==> src/rtl/execute_memory_pipe_pkg.sv <==
// Shared definitions for the execute/memory boundary.
// The ALU and decode use the same opcode constants. This package also holds the
// entry record width helper and the buffer occupancy state encoding.
package execute_memory_pipe_pkg;

  localparam int unsigned ALU_OP_BITS = 6;
  localparam int unsigned REG_BITS    = 5;
  localparam int unsigned CTRL_BITS   = 3;  // regWrite, memRead, memWrite

  typedef enum logic [ALU_OP_BITS-1:0] {
    ALU_ADD  = 6'd0,
    ALU_JAL  = 6'd1,
    ALU_BEQ  = 6'd2,
    ALU_BNE  = 6'd3,
    ALU_BLT  = 6'd4,
    ALU_BGE  = 6'd5,
    ALU_BLTU = 6'd6,
    ALU_BGEU = 6'd7,
    ALU_SUB  = 6'd14
  } alu_op_e;

  typedef enum logic [1:0] {
    BUF_EMPTY = 2'd0,
    BUF_ONE   = 2'd1,
    BUF_TWO   = 2'd2
  } buf_state_e;

  // Entry record layout: {ALU_result, store_data, PC, rd, regWrite, memRead, memWrite}
  function automatic int unsigned entry_bits(input int unsigned data_width,
                                             input int unsigned address_bits);
    return 2 * data_width + address_bits + REG_BITS + CTRL_BITS;
  endfunction

endpackage

==> src/rtl/execute_memory_pipe_if.sv <==
// Bundle of the handshake and data signals around the execute/memory pipe.
// master: the environment side. It drives the entries, flush and out_ready.
// slave : the pipe. It drives in_ready, out_* and redirect_*.
interface execute_memory_pipe_if #(
  parameter int unsigned DATA_WIDTH   = 32,
  parameter int unsigned ADDRESS_BITS = 20
);
  logic                    in_valid;
  logic                    in_ready;
  logic [5:0]              ALU_operation;
  logic [DATA_WIDTH-1:0]   ALU_result;
  logic                    is_branch;
  logic [ADDRESS_BITS-1:0] branch_target;
  logic [ADDRESS_BITS-1:0] PC;
  logic [4:0]              rd;
  logic                    regWrite;
  logic                    memRead;
  logic                    memWrite;
  logic [DATA_WIDTH-1:0]   store_data;
  logic                    flush;

  logic                    out_valid;
  logic                    out_ready;
  logic [DATA_WIDTH-1:0]   out_ALU_result;
  logic [DATA_WIDTH-1:0]   out_store_data;
  logic [ADDRESS_BITS-1:0] out_PC;
  logic [4:0]              out_rd;
  logic                    out_regWrite;
  logic                    out_memRead;
  logic                    out_memWrite;

  logic                    redirect_valid;
  logic [ADDRESS_BITS-1:0] redirect_target;

  modport master (
    output in_valid, ALU_operation, ALU_result, is_branch, branch_target, PC, rd,
           regWrite, memRead, memWrite, store_data, flush, out_ready,
    input  in_ready, out_valid, out_ALU_result, out_store_data, out_PC, out_rd,
           out_regWrite, out_memRead, out_memWrite, redirect_valid, redirect_target
  );

  modport slave (
    input  in_valid, ALU_operation, ALU_result, is_branch, branch_target, PC, rd,
           regWrite, memRead, memWrite, store_data, flush, out_ready,
    output in_ready, out_valid, out_ALU_result, out_store_data, out_PC, out_rd,
           out_regWrite, out_memRead, out_memWrite, redirect_valid, redirect_target
  );
endinterface

==> src/rtl/execute_memory_pipe_skid_buffer.sv <==
// pipe_skid_buffer: a two-entry valid/ready buffer for an opaque payload.
// The main register drives out_data. The skid register catches one extra entry,
// so in_ready comes only from the occupancy register and never from out_ready.
// Ports: clock, reset (sync, active-high), flush (drop everything),
//        in_valid/in_ready/in_data (upstream), out_valid/out_ready/out_data (downstream).
module pipe_skid_buffer
  import execute_memory_pipe_pkg::*;
#(
  parameter int unsigned WIDTH = 8
) (
  input  logic             clock,
  input  logic             reset,
  input  logic             flush,
  input  logic             in_valid,
  output logic             in_ready,
  input  logic [WIDTH-1:0] in_data,
  output logic             out_valid,
  input  logic             out_ready,
  output logic [WIDTH-1:0] out_data
);

  buf_state_e       state_q, state_d;
  logic [WIDTH-1:0] main_q, skid_q;
  logic             load_main_in, load_main_skid, load_skid;
  logic             accept, pop;

  assign in_ready  = (state_q != BUF_TWO);
  assign out_valid = (state_q != BUF_EMPTY);
  assign out_data  = main_q;
  assign accept    = in_valid && in_ready;
  assign pop       = out_valid && out_ready;

  always_ff @(posedge clock) begin
    if (reset) begin
      state_q <= BUF_EMPTY;
      main_q  <= '0;
      skid_q  <= '0;
    end else begin
      state_q <= state_d;
      if (load_main_in)
        main_q <= in_data;
      else if (load_main_skid)
        main_q <= skid_q;
      if (load_skid)
        skid_q <= in_data;
    end
  end

  always_comb begin
    state_d        = state_q;
    load_main_in   = 1'b0;
    load_main_skid = 1'b0;
    load_skid      = 1'b0;
    if (flush) begin
      state_d = BUF_EMPTY;
    end else begin
      unique case (state_q)
        BUF_EMPTY: begin
          if (accept) begin
            state_d      = BUF_ONE;
            load_main_in = 1'b1;
          end
        end
        BUF_ONE: begin
          if (accept && pop) begin
            load_main_in = 1'b1;
          end else if (accept) begin
            state_d   = BUF_TWO;
            load_skid = 1'b1;
          end else if (pop) begin
            state_d = BUF_EMPTY;
          end
        end
        BUF_TWO: begin
          // in_ready is low here, so the only possible event is a pop.
          if (pop) begin
            state_d        = BUF_ONE;
            load_main_skid = 1'b1;
          end
        end
        default: state_d = BUF_EMPTY;
      endcase
    end
  end

endmodule

==> src/rtl/execute_memory_pipe.sv <==
// execute_memory_pipe: the register stage between execute and memory.
// Entries go through a two-entry skid buffer. A branch is resolved when its entry
// is accepted, and a taken branch gives a one-cycle fetch redirect pulse.
// Ports: clock, reset (sync, active-high), bus (slave modport). The bus carries the
// upstream entry fields, flush, the downstream out_* fields and redirect_valid/target.
module execute_memory_pipe
  import execute_memory_pipe_pkg::*;
#(
  parameter int unsigned DATA_WIDTH   = 32,
  parameter int unsigned ADDRESS_BITS = 20
) (
  input logic                   clock,
  input logic                   reset,
  execute_memory_pipe_if.slave  bus
);

  localparam int unsigned ENTRY_W = entry_bits(DATA_WIDTH, ADDRESS_BITS);

  logic [ENTRY_W-1:0]      in_entry, out_entry;
  logic                    accept, taken;
  logic                    redirect_valid_q;
  logic [ADDRESS_BITS-1:0] redirect_target_q;

  assign in_entry = {bus.ALU_result, bus.store_data, bus.PC, bus.rd,
                     bus.regWrite, bus.memRead, bus.memWrite};

  pipe_skid_buffer #(
    .WIDTH (ENTRY_W)
  ) u_skid (
    .clock     (clock),
    .reset     (reset),
    .flush     (bus.flush),
    .in_valid  (bus.in_valid),
    .in_ready  (bus.in_ready),
    .in_data   (in_entry),
    .out_valid (bus.out_valid),
    .out_ready (bus.out_ready),
    .out_data  (out_entry)
  );

  assign {bus.out_ALU_result, bus.out_store_data, bus.out_PC, bus.out_rd,
          bus.out_regWrite, bus.out_memRead, bus.out_memWrite} = out_entry;

  // JAL is always taken. The conditional branches use bit 0 of the ALU compare result.
  assign accept = bus.in_valid && bus.in_ready;
  assign taken  = bus.is_branch &&
                  ((bus.ALU_operation == ALU_JAL) ||
                   ((bus.ALU_operation >= ALU_BEQ) && (bus.ALU_operation <= ALU_BGEU) &&
                    bus.ALU_result[0]));

  // A pulse already on the output in a flush cycle is not touched. Flush only
  // stops the incoming entry from starting a new pulse.
  always_ff @(posedge clock) begin
    if (reset) begin
      redirect_valid_q  <= 1'b0;
      redirect_target_q <= '0;
    end else if (!bus.flush && accept && taken) begin
      redirect_valid_q  <= 1'b1;
      redirect_target_q <= bus.branch_target;
    end else begin
      redirect_valid_q  <= 1'b0;
    end
  end

  assign bus.redirect_valid  = redirect_valid_q;
  assign bus.redirect_target = redirect_target_q;

endmodule

==> src/flat_wrapper.sv <==
// flat-port wrapper written by rule: the top's interface ports become plain ports
module execute_memory_pipe_flat import execute_memory_pipe_pkg::*;
#(
  parameter int unsigned DATA_WIDTH   = 32,
  parameter int unsigned ADDRESS_BITS = 20
)
  (clock, reset, bus_in_valid, bus_ALU_operation, bus_ALU_result, bus_is_branch, bus_branch_target, bus_PC, bus_rd, bus_regWrite, bus_memRead, bus_memWrite, bus_store_data, bus_flush, bus_out_ready, bus_in_ready, bus_out_valid, bus_out_ALU_result, bus_out_store_data, bus_out_PC, bus_out_rd, bus_out_regWrite, bus_out_memRead, bus_out_memWrite, bus_redirect_valid, bus_redirect_target);
  execute_memory_pipe_if #(.DATA_WIDTH(DATA_WIDTH), .ADDRESS_BITS(ADDRESS_BITS)) bus_i ();
  input logic clock;
  input logic reset;
  input wire logic [$bits(bus_i.in_valid)-1:0] bus_in_valid;
  input wire logic [$bits(bus_i.ALU_operation)-1:0] bus_ALU_operation;
  input wire logic [$bits(bus_i.ALU_result)-1:0] bus_ALU_result;
  input wire logic [$bits(bus_i.is_branch)-1:0] bus_is_branch;
  input wire logic [$bits(bus_i.branch_target)-1:0] bus_branch_target;
  input wire logic [$bits(bus_i.PC)-1:0] bus_PC;
  input wire logic [$bits(bus_i.rd)-1:0] bus_rd;
  input wire logic [$bits(bus_i.regWrite)-1:0] bus_regWrite;
  input wire logic [$bits(bus_i.memRead)-1:0] bus_memRead;
  input wire logic [$bits(bus_i.memWrite)-1:0] bus_memWrite;
  input wire logic [$bits(bus_i.store_data)-1:0] bus_store_data;
  input wire logic [$bits(bus_i.flush)-1:0] bus_flush;
  input wire logic [$bits(bus_i.out_ready)-1:0] bus_out_ready;
  output wire logic [$bits(bus_i.in_ready)-1:0] bus_in_ready;
  output wire logic [$bits(bus_i.out_valid)-1:0] bus_out_valid;
  output wire logic [$bits(bus_i.out_ALU_result)-1:0] bus_out_ALU_result;
  output wire logic [$bits(bus_i.out_store_data)-1:0] bus_out_store_data;
  output wire logic [$bits(bus_i.out_PC)-1:0] bus_out_PC;
  output wire logic [$bits(bus_i.out_rd)-1:0] bus_out_rd;
  output wire logic [$bits(bus_i.out_regWrite)-1:0] bus_out_regWrite;
  output wire logic [$bits(bus_i.out_memRead)-1:0] bus_out_memRead;
  output wire logic [$bits(bus_i.out_memWrite)-1:0] bus_out_memWrite;
  output wire logic [$bits(bus_i.redirect_valid)-1:0] bus_redirect_valid;
  output wire logic [$bits(bus_i.redirect_target)-1:0] bus_redirect_target;
  assign bus_i.in_valid = bus_in_valid;
  assign bus_i.ALU_operation = bus_ALU_operation;
  assign bus_i.ALU_result = bus_ALU_result;
  assign bus_i.is_branch = bus_is_branch;
  assign bus_i.branch_target = bus_branch_target;
  assign bus_i.PC = bus_PC;
  assign bus_i.rd = bus_rd;
  assign bus_i.regWrite = bus_regWrite;
  assign bus_i.memRead = bus_memRead;
  assign bus_i.memWrite = bus_memWrite;
  assign bus_i.store_data = bus_store_data;
  assign bus_i.flush = bus_flush;
  assign bus_i.out_ready = bus_out_ready;
  assign bus_in_ready = bus_i.in_ready;
  assign bus_out_valid = bus_i.out_valid;
  assign bus_out_ALU_result = bus_i.out_ALU_result;
  assign bus_out_store_data = bus_i.out_store_data;
  assign bus_out_PC = bus_i.out_PC;
  assign bus_out_rd = bus_i.out_rd;
  assign bus_out_regWrite = bus_i.out_regWrite;
  assign bus_out_memRead = bus_i.out_memRead;
  assign bus_out_memWrite = bus_i.out_memWrite;
  assign bus_redirect_valid = bus_i.redirect_valid;
  assign bus_redirect_target = bus_i.redirect_target;
  execute_memory_pipe #(.DATA_WIDTH(DATA_WIDTH), .ADDRESS_BITS(ADDRESS_BITS)) u_core (.clock(clock), .reset(reset), .bus(bus_i));
endmodule
==> config.mk <==
export PLATFORM = sky130hd
export DESIGN_NAME = execute_memory_pipe_flat
export DESIGN_NICKNAME = d
export VERILOG_FILES = /design/src/rtl/execute_memory_pipe_pkg.sv /design/src/rtl/execute_memory_pipe_if.sv /design/src/rtl/execute_memory_pipe_skid_buffer.sv /design/src/rtl/execute_memory_pipe.sv /design/src/flat_wrapper.sv
export SDC_FILE = /design/constraint.sdc
export NUM_CORES = 1
export LEC_CHECK = 0
export ABC_AREA = 1
export CORE_ASPECT_RATIO = 2
export CORE_MARGIN = 3
export CORE_UTILIZATION = 42
export CTS_CLUSTER_DIAMETER = 200
export DETAILED_ROUTE_END_ITERATION = 16
export PLACE_DENSITY = 0.75
export SYNTH_ARGS = -nofsm -noshare
export SYNTH_HDL_FRONTEND = slang
export SYNTH_SLANG_ARGS = --single-unit
export TNS_END_PERCENT = 30
==> constraint.sdc <==
create_clock -name clock -period 1.5 [get_ports clock]
set_clock_uncertainty 0.2 [all_clocks]
set_input_delay 0.45 -clock clock [delete_from_list [all_inputs] [get_ports clock]]
set_output_delay 0.45 -clock clock [all_outputs]
set_load 0.05 [all_outputs]
# [After elaboration in Yosys (flattened, before gate mapping)]
# Cells that the tools add are included.
[word_totals] rom_bits=0 latch_bits=0 ramBits=0 in_bits=124 ff_bits=207 mem_count=0 word_cells=49
[op_classes] div_mod_pow=0 n_mux=19 magnitude_cmp=2 n_shift=0 bitwise_logic=0 multipliers=0 addsub=0 reduce_logical=15 eq_ne=8
[ops] cell="92-bit two-way mux" n=2
[ops] cell="1-bit two-way mux" n=10
[ops] cell="2-bit two-way mux" n=5
[ops] cell="1-bit logical AND" n=8
[ops] cell="6-bit by 1-bit equality test with 1-bit output (second input constant)" n=1
[ops] cell="6-bit by 2-bit >= comparator with 1-bit output (second input constant)" n=1
[ops] cell="6-bit by 3-bit less-or-equal comparator with 1-bit output (second input constant)" n=1
[ops] cell="2-bit inequality test (second input constant)" n=3
[ops] cell="2-bit one-hot mux with 3 select lines" n=1
[ops] cell="4-bit AND reduction" n=1
[ops] cell="2-bit nonzero test" n=2
[ops] cell="3-bit by 2-bit inequality test with 1-bit output (second input constant)" n=1
[ops] cell="2-bit by 1-bit equality test with 1-bit output (second input constant)" n=1
[ops] cell="2-bit equality test (second input constant)" n=1
[ops] cell="2-bit logical NOT" n=1
[ops] cell="2-bit by 1-bit inequality test with 1-bit output (second input constant)" n=1
[ops] cell="1-bit one-hot mux with 2 select lines" n=1
[ops] cell="2-bit OR reduction" n=1
[ops] cell="1-bit logical NOT" n=1
[ops] cell="1-bit logical OR" n=1

# [Logic depth before layout (Yosys ltp)]
# Gate-level depths: netlist of run 1.
[logic_depth] ltp_word=7 mapped_depth=9 depth_no_buf=8

# [Modules after synthesis]
# A second synthesis of run 1 with hierarchy kept.
[hier_totals] hier_cells=1398 area_unflattened_um2=9644.2
[by_module_without_submodules] mod="pipe_skid_buffer" instances=1 cells_per_inst=1252 seq_area_each_um2=3723.6 area_per_inst_um2=8617.0
[by_module_without_submodules] mod="execute_memory_pipe" instances=1 cells_per_inst=146 seq_area_each_um2=420.4 area_per_inst_um2=1027.2

# [Least setup slack after synthesis of run 1]
# Ideal clock, no wire load.
[synth_timing] path_kind="input to register" start="input port bus_out_ready" end="register u_core.u_skid.main_q[0], in the netlist u_core.u_skid.out_data[0]" required_time_ns=1.168 path_stages=8 setup_ns=0.132 slack_ns=-0.139 arrival_time_ns=1.307 path_cell_list="buf_2 -> nand4_1 -> nand2_2 -> buf_2 -> buf_2 -> nand3_1 -> nand2_1 -> a21oi_1"
[synth_via] elab_chain_cells=6 elab_cells_between_ends=10 classes_between="mux (7); reduce/logical (3)"
[synth_lines] item="from (decl)" line="flat_wrapper.sv:23" rtl="input wire logic [$bits(bus_i.out_ready)-1:0] bus_out_ready;"
[synth_lines] item="1-bit logical AND (*)" line="execute_memory_pipe_skid_buffer.sv:31" rtl="assign pop = out_valid && out_ready;"
[synth_lines] item="1-bit logical AND" line="execute_memory_pipe_skid_buffer.sv:65" rtl="if (accept && pop) begin"
[synth_lines] item="1-bit two-way mux" line="execute_memory_pipe_skid_buffer.sv:65"
[synth_lines] item="1-bit one-hot mux with 2 select lines" line="execute_memory_pipe_skid_buffer.sv:57" rtl="unique case (state_q)"
[synth_lines] item="1-bit two-way mux" line="execute_memory_pipe_skid_buffer.sv:54" rtl="if (flush) begin"
[synth_lines] item="92-bit two-way mux / 2-bit nonzero test (equally long branches)"
[synth_lines] item="to (signal assigned)" line="execute_memory_pipe_skid_buffer.sv:41" rtl="main_q <= in_data;"
[synth_lines] item="to (signal assigned)" line="execute_memory_pipe_skid_buffer.sv:43" rtl="main_q <= skid_q;"
[synth_lines] item="to (decl)" line="execute_memory_pipe_skid_buffer.sv:23" rtl="logic [WIDTH-1:0] main_q, skid_q;"
# Every way passes the cells marked *; elsewhere a longest branch is shown, timed or not.
# A chain may end at the register's enable or synchronous reset.

# [Worst setup path after layout of run 1]
[layout_timing] start="register u_core.u_skid.state_q[1]" end="register u_core.u_skid.main_q[36], in the netlist u_core.u_skid.out_data[36]"
[layout_via] elab_chain_cells=7 elab_cells_between_ends=17 classes_between="eq/ne (3); mux (8); reduce/logical (6)"
[layout_lines] item="from (decl)" line="execute_memory_pipe_skid_buffer.sv:22" rtl="buf_state_e state_q, state_d;"
[layout_lines] item="from (signal assigned)" line="execute_memory_pipe_skid_buffer.sv:39" rtl="state_q <= state_d;"
[layout_lines] item="2-bit inequality test / 2-bit nonzero test (equally long branches)" line="execute_memory_pipe_skid_buffer.sv:27, execute_memory_pipe_skid_buffer.sv:28"
[layout_lines] item="1-bit logical AND, on equally long branches" line="execute_memory_pipe_skid_buffer.sv:30, execute_memory_pipe_skid_buffer.sv:31"
[layout_lines] item="1-bit logical AND" line="execute_memory_pipe_skid_buffer.sv:65"
[layout_lines] item="1-bit two-way mux" line="execute_memory_pipe_skid_buffer.sv:65"
[layout_lines] item="1-bit one-hot mux with 2 select lines" line="execute_memory_pipe_skid_buffer.sv:57"
[layout_lines] item="1-bit two-way mux" line="execute_memory_pipe_skid_buffer.sv:54"
[layout_lines] item="92-bit two-way mux / 2-bit nonzero test (equally long branches)"
# Parallel ways exist; a longest one is shown, timed or not.

==> results.toml, run 1 <==
[global_route]
overflow = 0
antenna_found_initial = 2
grt_pass1_wl_microns = 56360
grtUsageTotal_pct = 30.43
grt_start_max_net_pins = 94
grt_pass1_vias = 10590

[timing]
period_share_pct = 131.4
hold_viol = 0
slew_viol_final = 0
setup_ws_ns = -0.4707
worst_pin_slew_ns = 0.6519
rsz0062_at_grt = "true"
setup-violations-final = 322
hold_slack_ns = 0.2870
min_period_ns = 1.971
relSlewSlack_pct = 56.54
fmax_ghz = 0.5074
fin_tns_setup_ns = -76.07

[worst_setup_path]
r2r-end = "u_core.u_skid.out_data[36]"
crit_type = "reg2reg"
reg2reg_slack_ns = -0.47
reg2reg_depth = 9
path_depth = 9
timing.rr.start = "u_core.u_skid.state_q[1]"
critPathArrivalTime_ns = 2.17
crit_chain = "inv_2 > nand4_1 > nand2_8 > buf_12 > nand2_8 > buf_16 > nand2_1 > nand2_1 > a21oi_1"
crit_family = "simple AND/OR/NAND/NOR gates"
critPathBufInv = 3
crit_path_end_kind = "flip-flop"
cp-start-kind = "flip-flop"
cp_max_fo = 6
max_stage_delay_ns = 0.38
worst_path_max_delay_cell = "dfxtp_4"
required_ns = 1.70

[clocking]
clock_latency_ns = 0.49
cts_buffers = 19
cts_root_buffer = "clkbuf_16"
clock-sinks = 207
htree_levels = 1
cts_buffer_depth = 3
clk_pin_slew_ns = 0.07
cts_tree = "built"

[pwr]
worst_ir_drop_vdd_mv = 0.8942
power.leakage_nw = 7.041
power_density_nw_per_um2 = 870.4

[die]
initial_core_util_pct = 42.93
row_count = 75
die_w_microns = 109.9
coreArea_sq_um = 21110
ios = 239
die_h_microns = 213.8
die-area_sq_um = 23490

[finish]
fill_cells = 1018
final_common_cell = "buf_12"
layout.nets = 1674
final_cell_mix = "163 x buf_12, 119 x clkdlybuf4s50_1, 115 x nand3_1"
drive_above_1_share_pct = 45.32
area_delta_synth_final_pct = 91.81
fin_util_pct = 82.35

[run_status]
violations = "setup timing"
status = "complete, but fails checks"

[routing]
post_drt_wl_per_cell_microns = 25.66
wl_microns = 46980
drc = 0
dr.pass1.iters = 5
vias = 11650
postRouteAntennaNets = 0
drt_iter0_drc = 1398
via_per_inst = 6.365

[hold_path]
hold_start = "u_core.u_skid.out_data[17]"
hold_end = "u_core.u_skid.out_data[17]"
hold_depth = 2
hold_path.class = "reg2reg"

[place]
dp.final_hpwl_microns = 19330
portBuffers = 238
routabilityCongestion = 0.8114

[job]
drv_cap = 0

[synth]
ys_types = 19
ys_seq_elements = 207
syn_area_sq_um = 9065
syn_nets = 1382
synth-seq-area-share_pct = 45.71
synthCells = 1258
ys_warn_count = 0
synth_area_per_cell_sq_um = 7.206
## report_power, final
part	internal [W]	switching (W)	total [W]
clock network	0.00294	0.00226	0.00520
registers	0.00573	0.000268	0.00600
logic	0.00186	0.00207	0.00393
## stage by stage
stage	setup WS, ns	power (W)	cell area (sq um)	instances
5_1_grt	-0.5041	0.01544	17390	1830
4_1_cts	-0.4030	0.01442	15560	1792
6_report	-0.4707	0.01513	17390	1831
2_1_floorplan	-0.05929	0.007399	9209	1258
3_3_place_gp	-0.6935	0.008865	13140	1696
3_5_place_dp	-0.7503	0.008905	13140	1696
## tightest hold or removal path, stage by stage (launching register included)
cell and delay [ns]:
dfxtp_2 0.34, nand3_2 0.06, a21oi_1 0.05
## timing repair
item	CTS	global route
buffers inserted	32	24
endpoints found under the setup margin	321	322
resized for setup	269	387
hold buffers	1	0
hold endpoints to repair	1	0
pin swaps	54	75
gates cloned	32	27
## per-layer routing
layer  routed length [microns]  part of all wire (%)  global-route usage [%]
met5                         0                     0                       0
met4                      4499                   9.6                   19.80
met3                      4682                    10                   5.092
met2                     23300                    50                   53.67
met1                     14500                    31                   32.72
## kinds of logic after synthesis
group | count (synthesis) | share of synthesized area (%)
simple gates | 525 | 26.98
compound gates | 298 | 16.49
buf+inv | 227 | 10.71
flops | 207 | 45.71
xor+xnor | 1 | 0.09664
## synthesized netlist by cell type (all sizes together)
master	instances	area (sq um)
nand4	93	581.8
buf	72	389.1
o21ai	112	560.5
nor3	1	5.000
nor2	50	187.7
dfxtp	207	4144
a21oi	184	920.9
a211oi	1	7.510
a31oi	1	6.260
clkbuf	55	206.5
xnor2	1	8.760
nand3	187	935.9
inv	100	375.4
nand2	194	735.7
## flip-flops by register name, indices dropped and copies added (netlist names)
name	cells
u_core.u_skid.state_q	2
u_core.u_skid.out_data	92
u_core.bus.redirect_target	20
u_core.u_skid.skid_q	92
u_core.bus.redirect_valid	1
## cell type report
| cell class | instances | area (sq um) | area share (%) |
|---|---|---|---|
| Timing Repair inverter | 2 | 23.77 | 0.1367 |
| Tap cell | 269 | 336.6 | 1.936 |
| Clock buffer | 24 | 514.2 | 2.957 |
| Timing Repair Buffer | 392 | 6266 | 36.04 |
| Sequential cell | 207 | 4353 | 25.03 |
| Clock inverter | 7 | 112.6 | 0.6476 |
| Multi-Input combinational cell | 828 | 5340 | 30.71 |
| Antenna cell | 2 | 5.005 | 0.02878 |
| Inverter | 100 | 436.7 | 2.511 |
## how the worst max path moves through the flow
stage | slack (ns) | startpoint | end
global route | -0.50 | u_core.u_skid.state_q[1] | u_core.u_skid.out_data[36]
detailed placement | -0.75 | bus_in_valid | u_core.u_skid.out_data[91]
global placement | -0.69 | bus_in_valid | u_core.u_skid.out_data[79]
floorplan | -0.06 | bus_out_ready | u_core.u_skid.out_data[52]
finish | -0.47 | u_core.u_skid.state_q[1] | u_core.u_skid.out_data[36]
CTS | -0.40 | u_core.u_skid.state_q[0] | bus_out_valid
No activity file was read; power rests on OpenSTA's default activity.
==> run 2: changes to the inputs <==
- CTS_CLUSTER_DIAMETER: 200 -> default
- SYNTH_HIERARCHICAL: default -> 1
==> run 2 against run 1 <==
Compared with the run above:
- the run still ends with setup timing left
- non-clock buffer count shrank 6
- wire length shrank 4.3%
- synthesized cell count grew 11%
- sequential power shrank 0.7%
- design area shrank 0.46%
- via count grew 3.0%
==> results.toml, run 2 <==
[hold_path]
hold_path.class = "in2reg"
hold_start = "reset"

[timing]
setup-violations-final = 320
slew_viol_final = 0
fmax_ghz = 0.5020
worst_pin_slew_ns = 0.5141
hold_viol = 0
setup_ws_ns = -0.4919
min_period_ns = 1.992
period_share_pct = 132.8
rsz0062_at_grt = "true"
relSlewSlack_pct = 65.73
fin_tns_setup_ns = -81.16

[synth]
syn_nets = 1522
synth_edf_count = 0
ys_types = 21
ys_seq_elements = 207
yosysMostFrequentCell = "nand2_1"
ys_warn_count = 6
syn_area_sq_um = 9644
ys_dominant_reg_cell = "dfxtp_1"
yosysTopAreaCell = "dfxtp_1"
synth_top_area_share_pct = 42.97
synth_common_cells = "212 x nand2_1, 210 x nor2_1, 207 x dfxtp_1, 207 x nand3_1, 122 x inv_1"
async_flop_share_pct = 0
synth-seq-area-share_pct = 42.97
synth.area.top_cells = "dfxtp_1 43%, nand3_1 11%, nand2_1 8.3%, nor2_1 8.2%, nand4_1 6.0%"
synth_area_per_cell_sq_um = 6.899
synthCells = 1398

[run_status]
status = "complete, but fails checks"
violations = "setup timing"

[routing]
post_drt_wl_per_cell_microns = 22.83
dr.pass1.iters = 9
wl_microns = 44960
vias = 12010
drt_iter0_drc = 1340
via_per_inst = 6.097
postRouteAntennaNets = 0
drc = 0

[clocking]
cts_root_buffer = "clkbuf_16"
cts_tree = "built"
clock_latency_ns = 0.50
cts_buffer_depth = 3
cts_buffers = 20
htree_levels = 1
clock-sinks = 207
cts_hold_buf = 0
clk_pin_slew_ns = 0.07

[global_route]
grt_pass1_wl_microns = 58370
grtUsageTotal_pct = 29.10
grt_start_max_net_pins = 42
grt_pass1_vias = 10980
antenna_found_initial = 3
overflow = 0

[die]
die_h_microns = 220.3
die_w_microns = 113.2
ios = 239
row_count = 77
die-area_sq_um = 24930
initial_core_util_pct = 43.15
coreArea_sq_um = 22350

[finish]
layout.cells.non_filler = 1969
final_common_cell = "nand2_1"
fin_util_pct = 77.44
layout.nets = 1801
area_delta_synth_final_pct = 79.46
final_cell_mix = "197 x nand2_1, 177 x nand3_1, 158 x buf_12"
drive_above_1_share_pct = 37.40

[place]
portBuffers = 238
routabilityCongestion = 0.8738
dp.final_hpwl_microns = 21280
dp.cells = 1854

[job]
drv_cap = 0

[pwr]
power_density_nw_per_um2 = 852.4
worst_ir_drop_vdd_mv = 0.9420
power.leakage_nw = 7.373
total_power_w = 0.01475

[worst_setup_path]
startpoint = "u_core/u_skid/state_q[1]"
required_ns = 1.72
cp-start-kind = "flip-flop"
cp_max_fo = 8
critPathArrivalTime_ns = 2.21
crit_type = "reg2reg"
crit_path_end_kind = "flip-flop"
timing.rr.start = "u_core/u_skid/state_q[1]"
-- run 2: timing repair --
action,4_1_cts,5_1_grt
setup endpoints to repair,319,321
cloned,26,16
setup buffers,34,11
pin swaps,20,104
gates resized for setup,154,351
-- run 2: where the power goes --
group / internal (W) / switching (W)
registers: 0.00572 / 0.000239
clock network: 0.00317 / 0.00228
logic: 0.00155 / 0.00179
total: 0.0104 / 0.00431
-- run 2: critical path: stages, from the launching register on --
cell     delay, ns
dfxtp_2       0.36
inv_2         0.05
nor2_4        0.11
buf_4         0.13
buf_6         0.08
buf_6         0.11
buf_12        0.13
buf_12        0.14
buf_12        0.14
nand3_1       0.09
nand2_1       0.08
nand2_1       0.08
a21oi_1       0.19
-- run 2: cells by family (layout without fill, tap and decap cells) --
group                  after synthesis  in the layout  share of synthesized area (%)
other                                0              3                              0
AO/OA/AOI/OAI                      206            206                          10.74
flip-flops                         207            207                          42.97
AND/OR/NAND/NOR                    731            732                          34.00
buffers and inverters              254            545                          12.29
-- run 2: worst paths after layout --
kind | to | slack, ns | cells after the start
max | u_core/u_skid/out_data[16] | -0.49 | 12
min | u_core/u_skid/out_data[50] | 0.03 | 2
max reg2reg | u_core/u_skid/out_data[16] | -0.49 | 12
min reg2reg | u_core/u_skid/out_data[44] | 0.29 | 2
-- run 2: through the flow --
stage,worst slack [ns],hold slack (ns),cell area [sq um]
detailed placement,-0.8317,0.2814,13740
finish,-0.4919,0.03102,17310
floorplan,-0.08728,0.2623,9724
global route,-0.5952,0.01730,17310
global placement,-0.7759,0.2758,13740
CTS,-0.4017,0.01674,16030
-- run 2: cell type report --
class                           instances  area, sq um
Clock inverter                          5        86.33
Sequential cell                       207         4343
Multi-Input combinational cell        938         5411
Clock buffer                           30        609.3
Tap cell                              276        345.3
Inverter                              124        491.7
Timing Repair Buffer                  386         6013
Fill cell                            1332         5044
Antenna cell                            3        7.507
-- run 2: per-layer routing --
metal / track usage [%] / vias up / wire [microns]
li1: - / 5171 / -
met1: 30.64 / 5604 / 14070
met2: 52.12 / 928 / 22790
met3: 5.036 / 302 / 4252
met4: 19.90 / 0 / 3854
met5: 0 / - / 0
==> run 3: changes to the inputs <==
- SYNTH_HIERARCHICAL: 1 -> default
==> results of run 3 <==
Final layout, timing and power as in run 1 (identical DEF).
